File: src/rtl/button_repeat_pulser.sv
// Purpose: synchronise and debounce one raw push-button, emit a one-cycle move pulse on press plus auto-repeat while held.
// Latency: press first sampled at edge N -> o_pulse high after edge N+1+DEBOUNCE_CYCLES; repeats every HOLD/REPEAT cycles.
// Backpressure: none; pulses are fire-and-forget, the consumer must accept o_pulse on the cycle it is high.
module button_repeat_pulser #(
    parameter int DEBOUNCE_CYCLES = 250_000,
    parameter int HOLD_CYCLES     = 12_500_000,
    parameter int REPEAT_CYCLES   = 3_125_000
) (
    input  logic clk,
    input  logic rst,
    input  logic i_button,
    input  logic i_repeat_en,
    output logic o_pulse,
    output logic o_held
);

    localparam int DW   = $clog2(DEBOUNCE_CYCLES);
    localparam int TMAX = (HOLD_CYCLES > REPEAT_CYCLES) ? HOLD_CYCLES : REPEAT_CYCLES;
    localparam int TW   = $clog2(TMAX);

    localparam logic [DW-1:0] DB_LAST   = DW'(DEBOUNCE_CYCLES - 1);
    localparam logic [TW-1:0] HOLD_LAST = TW'(HOLD_CYCLES - 1);
    localparam logic [TW-1:0] REP_LAST  = TW'(REPEAT_CYCLES - 1);

    typedef enum logic [1:0] {
        ST_IDLE   = 2'd0,
        ST_HOLD   = 2'd1,
        ST_REPEAT = 2'd2
    } state_t;

    logic          r_s1;
    logic          r_s2;
    logic [DW-1:0] r_dcnt;
    logic          r_db;
    logic [TW-1:0] r_tmr;
    logic          r_pulse;
    state_t        r_state;

    logic          w_dbnc_expire;
    logic          w_db_rise;
    logic          w_db_fall;
    logic          w_hold_exp;
    logic          w_rep_exp;
    state_t        w_state_nxt;
    logic          w_pulse_nxt;
    logic [TW-1:0] w_tmr_nxt;

    // Two-flop synchroniser for the asynchronous button level.
    always_ff @(posedge clk) begin
        if (!rst) begin
            r_s1 <= 1'b0;
            r_s2 <= 1'b0;
        end else begin
            r_s1 <= i_button;
            r_s2 <= r_s1;
        end
    end

    // The debounced level flips on the edge that completes a full run of disagreeing samples.
    // Rise/fall are derived from that flip condition so the FSM reacts on the same edge db changes.
    assign w_dbnc_expire = (r_s2 != r_db) && (r_dcnt == DB_LAST);
    assign w_db_rise     = w_dbnc_expire &&  r_s2;
    assign w_db_fall     = w_dbnc_expire && !r_s2;

    // Debounce counter: counts consecutive disagreeing samples, any agreement restarts it.
    always_ff @(posedge clk) begin
        if (!rst) begin
            r_dcnt <= '0;
            r_db   <= 1'b0;
        end else if (r_s2 == r_db) begin
            r_dcnt <= '0;
        end else if (w_dbnc_expire) begin
            r_db   <= r_s2;
            r_dcnt <= '0;
        end else begin
            r_dcnt <= r_dcnt + 1'b1;
        end
    end

    assign w_hold_exp = (r_tmr == HOLD_LAST);
    assign w_rep_exp  = (r_tmr == REP_LAST);

    // FSM state, repeat timer and pulse register.
    always_ff @(posedge clk) begin
        if (!rst) begin
            r_state <= ST_IDLE;
            r_tmr   <= '0;
            r_pulse <= 1'b0;
        end else begin
            r_state <= w_state_nxt;
            r_tmr   <= w_tmr_nxt;
            r_pulse <= w_pulse_nxt;
        end
    end

    // Next-state: a debounced release always wins over any timer expiry.
    always_comb begin
        w_state_nxt = r_state;
        case (r_state)
            ST_IDLE: begin
                if (w_db_rise) w_state_nxt = ST_HOLD;
            end
            ST_HOLD: begin
                if (w_db_fall)                      w_state_nxt = ST_IDLE;
                else if (w_hold_exp && i_repeat_en) w_state_nxt = ST_REPEAT;
            end
            ST_REPEAT: begin
                if (w_db_fall)         w_state_nxt = ST_IDLE;
                else if (!i_repeat_en) w_state_nxt = ST_HOLD;
            end
            default: w_state_nxt = ST_IDLE;
        endcase
    end

    // Outputs: pulse and timer update. Leaving REPEAT for HOLD parks the timer at the hold
    // expiry value so re-enabling repeat fires on the very next edge.
    always_comb begin
        w_pulse_nxt = 1'b0;
        w_tmr_nxt   = r_tmr;
        case (r_state)
            ST_IDLE: begin
                if (w_db_rise) begin
                    w_pulse_nxt = 1'b1;
                    w_tmr_nxt   = '0;
                end
            end
            ST_HOLD: begin
                if (w_db_fall) begin
                    w_tmr_nxt = '0;
                end else if (w_hold_exp) begin
                    if (i_repeat_en) begin
                        w_pulse_nxt = 1'b1;
                        w_tmr_nxt   = '0;
                    end
                end else begin
                    w_tmr_nxt = r_tmr + 1'b1;
                end
            end
            ST_REPEAT: begin
                if (w_db_fall) begin
                    w_tmr_nxt = '0;
                end else if (!i_repeat_en) begin
                    w_tmr_nxt = HOLD_LAST;
                end else if (w_rep_exp) begin
                    w_pulse_nxt = 1'b1;
                    w_tmr_nxt   = '0;
                end else begin
                    w_tmr_nxt = r_tmr + 1'b1;
                end
            end
            default: begin
                w_tmr_nxt = '0;
            end
        endcase
    end

    assign o_pulse = r_pulse;
    assign o_held  = r_db;

endmodule

File: config.mk
export PLATFORM = sky130hd
export DESIGN_NAME = button_repeat_pulser
export DESIGN_NICKNAME = d
export VERILOG_FILES = /design/src/rtl/button_repeat_pulser.sv
export SDC_FILE = /design/constraint.sdc
export NUM_CORES = 1
export LEC_CHECK = 0
export ABC_CLOCK_PERIOD_IN_PS = 7190
export BUFFER_PORTS_ARGS = -buffer_cell sky130_fd_sc_hd__buf_2
export CORE_MARGIN = 2
export CORE_UTILIZATION = 60
export CTS_BUF_LIST = sky130_fd_sc_hd__clkbuf_16
export CTS_CLUSTER_SIZE = 10
export DETAILED_ROUTE_END_ITERATION = 16
export HOLD_SLACK_MARGIN = 0.06
export PLACE_DENSITY = 0.77
export SETUP_SLACK_MARGIN = 0.4
export SYNTH_ARGS = -nofsm -noshare
export SYNTH_HDL_FRONTEND = slang
export SYNTH_SLANG_ARGS = --single-unit
File: constraint.sdc
create_clock -name clk -period 7.19 [get_ports clk]
set_clock_uncertainty 0.1 [all_clocks]
set_input_delay 1.0785 -clock clk [delete_from_list [all_inputs] [get_ports clk]]
set_output_delay 1.0785 -clock clk [all_outputs]
set_load 0.05 [all_outputs]
# == Word level (Yosys, flattened, before mapping) ==
# Cells that the tools add are included.
# totals
regBits,48
input_bits,4
out_inout_bits,2
elab_cells,54
# classes
add_sub_neg,2
n_eq_ne,11
mux,22
bitwise,2
n_reduce_logical,10
# ops
op,count
$mux 24,7
$pmux 24 s3,1
$add 24x1->24 const B,1
$eq 24x22->1 const B,1
$eq 24x24->1 const B,1
$add 18x1->18 const B,1
$eq 18x18->1 const B,1
$mux 2,5
$mux 1,7
$ne 3x3->1 const B,2
$pmux 2 s3,1
$logic_and 1x1->1,4
$ne 4x4->1 const B,1
$reduce_and 2->1,2
$pmux 1 s3,1
$reduce_and 3->1,1
$reduce_or 3->1,1
$eq 2x1->1 const B,1
$eq 2x2->1 const B,1
$logic_not 2->1,1
$ne 2x2->1 const B,1
$not 1->1,2
$eq 1x1->1,1
$logic_not 1->1,1
$ne 1x1->1,1

# == Logic depth before layout (Yosys ltp) ==
# depth
depth_word,5
mapped_depth,10
mapped_depth_nobuf,9

# == Least setup slack after synthesis ==
# OpenSTA, ideal clock, no wires.
# synth_path
kind,input to register
from,input i_repeat_en
to,register r_tmr[2]
t_arrival_ns,2.530
setup_slack_ns,4.439
path_stages,9
path_cell_list,clkbuf_1 nor2b_1 nand4_1 a211oi_1 o21a_1 clkbuf_1 nor2_1 o21ai_0 a21oi_1
# synth_via
elab_chain_len,3
elab_cells_between_ends,5
# synth_lines
element,line,source
start: declaration,12,"input logic i_repeat_en,"
$mux 24,142,end else if (!i_repeat_en) begin
$mux 24,140,if (w_db_fall) begin
$pmux 24 s3,120,case (r_state)
end signal: assignment,91,r_tmr <= w_tmr_nxt;
end: declaration,35,logic [TW-1:0] r_tmr;
# Several ways; a longest one is shown, not always the timed one.
# A chain may end at the register's enable or synchronous reset.

# == Final worst setup path ==
# layout_path
from,input i_repeat_en
to,register r_tmr[10]
# The elaborated chain is that of the path after synthesis.

==> metrics.md <==
| Metric | Value |
|---|---|
| Status | `complete, no violations` |
| Starting Density | `62.3%` |
| Worst hold path type | `reg -> reg` |
| Port bufs | `5` |
| Routability cong. | `a little over 0.9` |
| Initial antenna violation count | `0` |
| Post-synth top area share | `35.4%` |
| Die area | `5070 µm²` |
| Synthesized Nets | `360` |
| Global-route wire length before repair | `approximately 11 mm` |
| Area of the multi-input gates | `1660 µm²` |
| M3 GR Usage | `~5%` |
| Register area | `around 960 µm²` |
| Setup TNS | `0 ns` |
| Max clock buf depth | `2` |
| Share of layout cells above drive strength 1 | `under 10%` |
| Tmin final | `approximately 2.9 ns` |
| Commonest cells in the netlist | `dfxtp_1, nor2_1, nand2_1` |
| Worst skew pair latency | `just under 0.3 ns` |
| RSZ-0062 raised after global routing | `false` |
| Synth Cell Area | `about 2700 µm²` |
| CP Max Fanout | `13` |
| Layout area overhead | `7.34%` |
| Clock transition at the registers of the reported paths | `0.07 ns` |
| Sequential cell area fraction in the yosys report | `35.4%` |
| Register bit total from synthesis | `48` |
| Delay of the slowest critical-path stage | `between 0.6 and 0.7 ns` |
| Worst-Margin Slew | `roughly 0.91 ns` |
| Die H | `71.2 µm` |
| Synth Flop Type | `dfxtp_1` |
| GR Util met2 | `between 40% and 50%` |
| Drt via density | `about 6.5` |
| Postcts setup bufs | `0` |
| Synthesized area per cell | `just under 8 µm²` |
| CP max stage cell | `nor2_1` |
| Pleak | `around 1 nW` |
| Final Cycle Share | `40.4%` |
| Setup CP Type | `in -> reg` |
| Number of distinct library cells after synthesis | `54` |
| Remaining global-route overflow | `0` |
| Post-synth ARST share | `0%` |
| Syn Inst Count | `350` |
| TritonRoute pass-1 iters | `5` |
| ANT cells | `0` |
| H-tree levels | `2` |
| Area leader, netlist | `dfxtp_1` |
| Vias in the first global route | `2409` |
| Routed WL | `6.44 mm` |
| Yosys Warn Count | `0` |
| Core area | `about 4400 µm²` |
| Fillcell total | `between 300 and 400` |
| Final #Nets | `~360` |
| Relative slew slack | `slightly below 40%` |
| Number of failing hold endpoints at the final stage | `0` |
| Crit-path cells | `buf_2 > nor2b_1 > nand4_1 > a211oi_1 > o21ai_2 > nor2_1 > o21ai_0 > o311ai_0` |
| WL/cell | `between 15 and 20 µm` |
| Crit path DAT | `roughly 3 ns` |
| DP Wirelength | `about 4.5 mm` |
| DRT antenna net count | `0` |
| Post-cts resize count | `0` |
| Max VDD drop | `approximately 150 µV` |
| Post-synth EDFFs | `0` |
| CTS buffer count | `5` |
| DRC | `0` |
| Clock Sinks | `48` |
| 1st-iter DRT viols | `roughly 290` |
| Synth top area cells | `dfxtp_1, nor2_1, nand3_1, nand2_1, a21oi_1` |
| GRT busiest layer | `met2` |
| GR Util All Layers | `26.9%` |
| Met1 Use GR | `34.7%` |
| CTS Root Cell | `clkbuf_16` |
| Final setup vio count | `0` |
| IO Pins | `6` |
| # rows | `24` |
| Top-count cell post-synth | `dfxtp_1` |
| Die W | `71.2 µm` |
| Max Freq | `around 340 MHz` |
| Pins Over Slew Limit | `0` |
| Final Power | `about 0.63 mW` |
| CP endpoint kind | `flip-flop` |
| Via Count | `2608` |
| Max-cap check violation count | `0` |
| P per Cell Area | `roughly 220 nW/µm²` |
| Largest net degree at the start of global routing | `19` |
| Hold_buf cts | `0` |
| Critical Path RT | `7.28 ns` |
| CP Launch Type | `input pin` |
| CTS tree | `built` |
==> path summary, 6_finish.rpt <==
kind	depth (start not counted)	to	slack, ns	from
worst max-delay path	8	r_tmr[10]	4.29	i_repeat_en
worst min-delay path	1	r_s2	0.34	r_s1
worst max register to register	7	r_tmr[23]	4.33	r_dcnt[8]
worst min register to register	1	r_s2	0.34	r_s1
==> report_power, final <==
group | internal, mW | leakage (nW) | switching (mW)
sequential | 0.269 | 0.387 | 0.00250
combinational | 0.0327 | 0.527 | 0.0700
clock | 0.162 | 0.0850 | 0.0979
total | 0.464 | 0.999 | 0.170
==> area by class of cell <==
type                    count  share of cell area (%)
repair buffers              6                    1.12
flip-flops and latches     48                    33.0
inverters                   7                   0.903
clock buffers               5                    4.30
well taps                  52                    2.24
multi-input cells         281                    57.1
clock inverters             3                    1.33
==> registers in the layout (all words and copies together) (netlist names) <==
signal and cells:
r_tmr 24, r_state 2, o_pulse 1, r_dcnt 18
o_held 1, r_s1 1, r_s2 1
==> stage by stage <==
| stage | hold WS, ns | cell area (µm²) | utilization [%] | setup WS, ns | instances |
|---|---|---|---|---|---|
| 2_1_floorplan | 0.312 | 2710 | - | 4.44 | 350 |
| 3_3_place_gp | 0.323 | 2750 | 63.1 | 4.06 | 394 |
| 3_5_place_dp | 0.329 | 2750 | 63.1 | 4.00 | 394 |
| 4_1_cts | 0.343 | 2910 | 66.8 | 4.32 | 402 |
| 5_1_grt | 0.363 | 2910 | 66.8 | 4.05 | 402 |
| 6_report | 0.339 | 2910 | 66.8 | 4.29 | 402 |
==> cells by family after synthesis <==
group,synth area share [%]
and+or+nand+nor,33.4
AOI/OAI and AO/OA,20.5
DFF,35.4
buffers and inverters,3.28
xor gates and xnor gates,3.88
adders and majority gates,2.77
muxes,0.738
==> metal layers <==
metal	routed length [µm]	part of all wire, %
met5	0	0
met4	144	2.2
met3	451	7.0
met2	3060	48
met1	2790	43
==> worst max-delay path, delay by kind of cell <==
family	cells	cell delay, ns
AOI/OAI and AO/OA	4	0.84
buffers and inverters	1	0.16
and+or+nand+nor	3	0.90
==> layout by cell type, fill, tap and decap left out, drive strengths merged, types with 2 or more instances in the layout <==
master,count
nor4b,4
mux2i,2
a31oi,2
nand4,11
nor2,46
inv,7
nor4,2
or3,5
clkbuf,5
nand3b,2
nand2b,4
buf,6
and3,9
nand4b,2
xnor2,4
ha,6
a21o,6
a211oi,5
a21oi,25
o21ai,22
nor3,8
and2,7
o21a,2
nand3,28
nand2,35
xor2,8
a22o,6
nor2b,3
or4,4
o311ai,3
a21boi,4
clkinv,2
and4,4
dfxtp,48
Note: power is estimated with default switching activity, not from simulation.
